==> config.mk <==
export PLATFORM = sky130hd
export DESIGN_NAME = config_loader
export DESIGN_NICKNAME = d
export VERILOG_FILES = /design/src/rtl/config_loader_pkg.sv /design/src/rtl/config_gap_timer.sv /design/src/rtl/config_loader.sv
export SDC_FILE = /design/constraint.sdc
export NUM_CORES = 1
export LEC_CHECK = 0
export ABC_CLOCK_PERIOD_IN_PS = 2300
export CORE_MARGIN = 2
export CORE_UTILIZATION = 44
export DETAILED_ROUTE_END_ITERATION = 7
export PLACE_DENSITY = 0.72
export SETUP_SLACK_MARGIN = 0.02
export SLEW_MARGIN = 20
export SYNTH_ARGS = -nofsm -noshare
export SYNTH_HDL_FRONTEND = slang
export SYNTH_SLANG_ARGS = --single-unit
==> constraint.sdc <==
create_clock -name clk -period 2.3 [get_ports clk]
set_clock_uncertainty 0.2 [all_clocks]
set_input_delay 0.46 -clock clk [delete_from_list [all_inputs] [get_ports clk]]
set_output_delay 0.46 -clock clk [all_outputs]
set_load 0.005 [all_outputs]
==> src/rtl/config_loader_pkg.sv <==
// Shared types and field positions for the fabric configuration loader.
// Header and address word layouts live here so tiles and loader agree.
package config_loader_pkg;

    typedef enum logic [2:0] {
        ST_IDLE,
        ST_HDR,
        ST_ADDR,
        ST_DATA,
        ST_ISSUE,
        ST_GAP,
        ST_DONE,
        ST_ERR
    } state_t;

    localparam logic [15:0] MAGIC_DEFAULT = 16'hC0F1;

    localparam int TILE_ID_LSB  = 0;
    localparam int TILE_ID_MSB  = 15;
    localparam int BLOCK_ID_LSB = 16;
    localparam int BLOCK_ID_MSB = 31;

    localparam int HDR_MAGIC_LSB = 16;
    localparam int HDR_MAGIC_MSB = 31;
    localparam int HDR_COUNT_LSB = 0;
    localparam int HDR_COUNT_MSB = 15;

    function automatic logic [15:0] tile_id(input logic [31:0] addr);
        return addr[TILE_ID_MSB:TILE_ID_LSB];
    endfunction

    function automatic logic [15:0] block_id(input logic [31:0] addr);
        return addr[BLOCK_ID_MSB:BLOCK_ID_LSB];
    endfunction

    function automatic logic [15:0] hdr_magic(input logic [31:0] word);
        return word[HDR_MAGIC_MSB:HDR_MAGIC_LSB];
    endfunction

    function automatic logic [15:0] hdr_count(input logic [31:0] word);
        return word[HDR_COUNT_MSB:HDR_COUNT_LSB];
    endfunction

endpackage

==> src/rtl/config_gap_timer.sv <==
// Loadable down-counter with a zero flag; times the settle gap between writes.
// Load wins over decrement; the count parks at zero.
module config_gap_timer #(
    parameter int W = 1
) (
    input  logic         clk,
    input  logic         reset,
    input  logic         i_load,
    input  logic [W-1:0] i_load_val,
    input  logic         i_dec,
    output logic         o_zero
);

    logic [W-1:0] r_cnt;

    always_ff @(posedge clk) begin
        if (reset) begin
            r_cnt <= '0;
        end else if (i_load) begin
            r_cnt <= i_load_val;
        end else if (i_dec && (r_cnt != '0)) begin
            r_cnt <= r_cnt - 1'b1;
        end
    end

    assign o_zero = (r_cnt == '0);

endmodule

==> src/rtl/config_loader.sv <==
// Parses a magic/count header then address/data pairs from a word stream and
// drives the shared tile config bus with one strobe per pair plus a settle gap.
module config_loader
    import config_loader_pkg::*;
#(
    parameter logic [15:0] MAGIC      = MAGIC_DEFAULT,
    parameter int          GAP_CYCLES = 2,
    parameter int          CNT_W      = 16
) (
    input  logic             clk,
    input  logic             reset,
    input  logic             start,
    input  logic [31:0]      in_data,
    input  logic             in_valid,
    output logic             in_ready,
    output logic [31:0]      config_addr,
    output logic [31:0]      config_data,
    output logic             config_en,
    output logic             busy,
    output logic             done,
    output logic             error,
    output logic [CNT_W-1:0] writes_done
);

    localparam int GAP_W = (GAP_CYCLES > 1) ? $clog2(GAP_CYCLES) : 1;
    // The ISSUE cycle loads the timer, so GAP sees GAP_CYCLES-1 down to 0.
    localparam logic [GAP_W-1:0] GAP_LOAD = (GAP_CYCLES > 0) ? GAP_W'(GAP_CYCLES - 1) : '0;

    state_t           r_state;
    state_t           w_next;
    logic [15:0]      r_remain;
    logic [CNT_W-1:0] r_writes;
    logic [31:0]      r_addr;
    logic [31:0]      r_data;

    logic w_xfer;
    logic w_start_ok;
    logic w_magic_ok;
    logic w_gap_load;
    logic w_gap_dec;
    logic w_gap_zero;

    assign w_xfer     = in_valid && in_ready;
    assign w_start_ok = start && (r_state inside {ST_IDLE, ST_DONE, ST_ERR});
    assign w_magic_ok = (hdr_magic(in_data) == MAGIC);
    assign w_gap_load = (r_state == ST_ISSUE);
    assign w_gap_dec  = (r_state == ST_GAP);

    config_gap_timer #(
        .W (GAP_W)
    ) u_gap_timer (
        .clk        (clk),
        .reset      (reset),
        .i_load     (w_gap_load),
        .i_load_val (GAP_LOAD),
        .i_dec      (w_gap_dec),
        .o_zero     (w_gap_zero)
    );

    always_ff @(posedge clk) begin
        if (reset) begin
            r_state <= ST_IDLE;
        end else begin
            r_state <= w_next;
        end
    end

    always_comb begin
        w_next = r_state;
        case (r_state)
            ST_IDLE, ST_DONE, ST_ERR: begin
                if (start) w_next = ST_HDR;
            end
            ST_HDR: begin
                if (in_valid) begin
                    if (!w_magic_ok)                  w_next = ST_ERR;
                    else if (hdr_count(in_data) == 0) w_next = ST_DONE;
                    else                              w_next = ST_ADDR;
                end
            end
            ST_ADDR: begin
                if (in_valid) w_next = ST_DATA;
            end
            ST_DATA: begin
                if (in_valid) w_next = ST_ISSUE;
            end
            ST_ISSUE: begin
                // r_remain still counts the pair being written here.
                if (GAP_CYCLES > 0)         w_next = ST_GAP;
                else if (r_remain == 16'd1) w_next = ST_DONE;
                else                        w_next = ST_ADDR;
            end
            ST_GAP: begin
                if (w_gap_zero) w_next = (r_remain == 16'd0) ? ST_DONE : ST_ADDR;
            end
            default: w_next = ST_IDLE;
        endcase
    end

    always_comb begin
        in_ready  = 1'b0;
        config_en = 1'b0;
        busy      = 1'b0;
        done      = 1'b0;
        error     = 1'b0;
        case (r_state)
            ST_HDR, ST_ADDR, ST_DATA: begin
                in_ready = 1'b1;
                busy     = 1'b1;
            end
            ST_ISSUE: begin
                config_en = 1'b1;
                busy      = 1'b1;
            end
            ST_GAP:  busy  = 1'b1;
            ST_DONE: done  = 1'b1;
            ST_ERR:  error = 1'b1;
            default: ;
        endcase
    end

    always_ff @(posedge clk) begin
        if (reset) begin
            r_remain <= '0;
            r_writes <= '0;
            r_addr   <= '0;
            r_data   <= '0;
        end else begin
            if (w_start_ok) begin
                r_writes <= '0;
            end
            if (w_xfer && (r_state == ST_HDR) && w_magic_ok) begin
                r_remain <= hdr_count(in_data);
            end
            if (w_xfer && (r_state == ST_ADDR)) begin
                r_addr <= in_data;
            end
            if (w_xfer && (r_state == ST_DATA)) begin
                r_data <= in_data;
            end
            if (r_state == ST_ISSUE) begin
                r_writes <= r_writes + 1'b1;
                r_remain <= r_remain - 16'd1;
            end
        end
    end

    assign config_addr = r_addr;
    assign config_data = r_data;
    assign writes_done = r_writes;

endmodule

==> run metrics <==
Hold EP r_state[1]; fmax 446.2 MHz; EDFF count, synth 0; Die Ht 102.0 um; syn_area_per_cell 7.891 um^2; crit share post-route 97.45%; Setup crit end kind register; outcome finished clean; register bit count reported by yosys 100; DPL Wire Length 9078 um; area added between synthesis and finish 47.10%; CP Max Fanout 4; gr usage total 24.56%; Power Density 598.7 nW/um^2; Cell Area, Placed 5926 um^2; RSZ-0062 raised after global routing yes; Max-slew headroom 63.34%; most frequent cells in the layout nand2_1, clkdlybuf4s50_1, dfxtp_1; Hold Path Stages 2; TritonCTS clock tree yes; vias in the first global route 4085; Hold Startpoint reset; post-layout instance area 6210 um^2; max-slew violations 0; post-synthesis cell type count 60; Post-Place Cells 806; PortBufs 120; via count 4443; post-route ant nets 0; worst reg2reg path startpoint r_state[1]; clock-pin slew on the worst setup and hold paths 100 ps; # fillers 804; htree depth 3; Nets 731; pin count of the biggest net entering global routing 68; post-cts hold buffer count 0; Final setup viols 0; First DRT Iteration DRCs 195; first-pass iteration count of the detailed router 5; Longest Clk Path Bufs 2; CTS Sinks 100; Cells after Synth 535; initial antenna violation count 0; sequential cell fraction of total power 49.8%; Clk pwr share 29.2%; critical path type primary input to register; Final min period 2241 ps; Hold Path Class primary input to register; Reg2Reg Setup Slack 80 ps; share of synthesized registers carrying an async set or reset 0%; Crit Reg-Reg Endpoint r_remain[7]; worst slew pin tran 546.2 ps; IO Pins 121; placeable core area 9284 um^2; sum of negative setup slack 0 ps; Die Wd 102.0 um; Slowest-stage cell, CP or4b_4; final cell count without fillers 827; WP data arrival 2300 ps; Net Sw Power 0.001111 W; total of max-cap violations 0; register area share after synthesis 47.42%; number of remaining DRC errors 0; switching share of power 29.89%; CTS root buf clkbuf_8; most common cell after layout, fill and taps aside nand2_1; worst vdd ir 0.3512 mV; site row count 35; drt wl/cell 15.73 um; P_leak 2.266 nW; TritonCTS buffer count 9; ANT cells 0; critical path, cell by cell clkdlybuf4s50_1 > or4b_4 > nor4_4 > and2_4 > nor3_2 > a2111oi_2; biggest cell delay along the critical path 510 ps; Initial Utilization 45.47%; RD Place Congestion 0.8868; final WL 13010 um; full die area 10390 um^2; Final Hold Vio Count 0; Yosys warning count 0; CP Launch Type primary input; Primary FF master, synth dfxtp_1; syn nets 573; share of layout cells above drive strength 1 14.33%; routed vias/inst 5.372; GRT overflow 0; worst-case reg-to-reg path depth 6; first-pass GRT wire length 20300 um; Cell Area, Synth 4222 um^2; Int Power 0.002607 W; worst path required time 2360 ps; Clock Latency Late Sink 360 ps; part of the power in combinational logic 21.0%
==> layout make-up <==
class	count	area [um^2]	share of cell area [%]
flip-flops and latches	100	2003	32.26
repair buffers	181	1743	28.07
well taps	129	161.4	2.599
multi-input cells	394	2091	33.67
clock inverters	6	57.56	0.9269
inverters	7	26.28	0.4231
clock buffers	10	127.6	2.055
==> registers in the layout, summed over array words and instances (netlist names) <==
name / cells
config_addr: 32
config_data: 32
r_remain: 16
writes_done: 16
r_state: 3
u_gap_timer.r_cnt: 1
==> cell usage after synthesis (3+ instances only) <==
cell       count  area share, %
nand2_1      141             13
dfxtp_1      100             47
a21oi_1       95             11
nor2_1        25            2.2
clkbuf_1      24            2.1
nand3_1       18            2.1
nor3_1        11            1.3
o21ai_0       11            1.3
nand4_1        8            1.2
inv_1          7           0.62
a31oi_1        6           0.89
and3_1         6           0.89
a2bb2oi_1      5            1.0
buf_2          5           0.59
nor4_1         5           0.74
and2_1         4           0.59
nand3b_1       4           0.71
or4_1          4           0.71
buf_1          3           0.27
==> repair_timing <==
item                                    CTS  global route
pin swaps                                 5             7
buffers inserted                          2             3
endpoints found under the setup margin   17            16
resized for setup                         9            16
==> how the worst max path moves through the flow <==
| stage | to | slack, ps | from | depth (start not counted) |
|---|---|---|---|---|
| after CTS | r_remain[8] | 40 | in_data[29] | 7 |
| after global routing | r_remain[6] | -10 | in_data[29] | 6 |
| after global placement | r_remain[8] | -370 | in_data[24] | 7 |
| final | r_remain[6] | 60 | in_data[29] | 6 |
| after floorplan | r_remain[1] | 90 | in_data[24] | 6 |
| after detailed placement | r_remain[6] | -440 | in_data[24] | 6 |
==> layer usage <==
| layer | up-vias | track usage [%] | routed length [um] |
|---|---|---|---|
| met5 | - | 0 | 0 |
| met4 | 0 | 8.513 | 297 |
| met3 | 29 | 4.651 | 682 |
| met2 | 147 | 41.04 | 6300 |
| met1 | 2083 | 31.95 | 5724 |
| li1 | 2184 | - | - |
==> power groups by stage <==
stage               Clock [W]  Combinational, W  Sequential, W
global placement            0          0.000748        0.00188
floorplan                   0          0.000364        0.00189
detailed placement          0          0.000762        0.00189
finish                0.00109          0.000782        0.00185
global route          0.00116          0.000848        0.00186
CTS                   0.00110          0.000766        0.00185
==> cells by family after synthesis <==
kind of cell             count (synthesis)  share of synthesized area, %
AO/OA/AOI/OAI                          144                         20.04
XOR/XNOR                                 1                        0.2075
adder cells (fa/ha/maj)                  2                        0.5927
buffers and inverters                   41                         3.972
flip-flops                             100                         47.42
multiplexers                             1                        0.2667
AND/OR/NAND/NOR                        246                         27.51
==> worst max-delay path: cells and delay by family <==
family | cells | cell delay (ps)
compound gates | 1 | 360
buf+inv | 1 | 420
simple gates | 4 | 1050
==> per-stage QoR <==
step	setup WS (ps)	total power [W]	hold slack, ps	util [%]
2_1_floorplan	88.66	0.002249	251.5	-
3_3_place_gp	-374.7	0.002630	241.9	63.83
3_5_place_dp	-441.0	0.002648	246.4	63.83
4_1_cts	35.67	0.003715	134.4	66.12
5_1_grt	-10.52	0.003870	141.4	66.89
6_report	58.63	0.003718	150.6	66.89
Note: power is estimated with default switching activity, not from simulation.
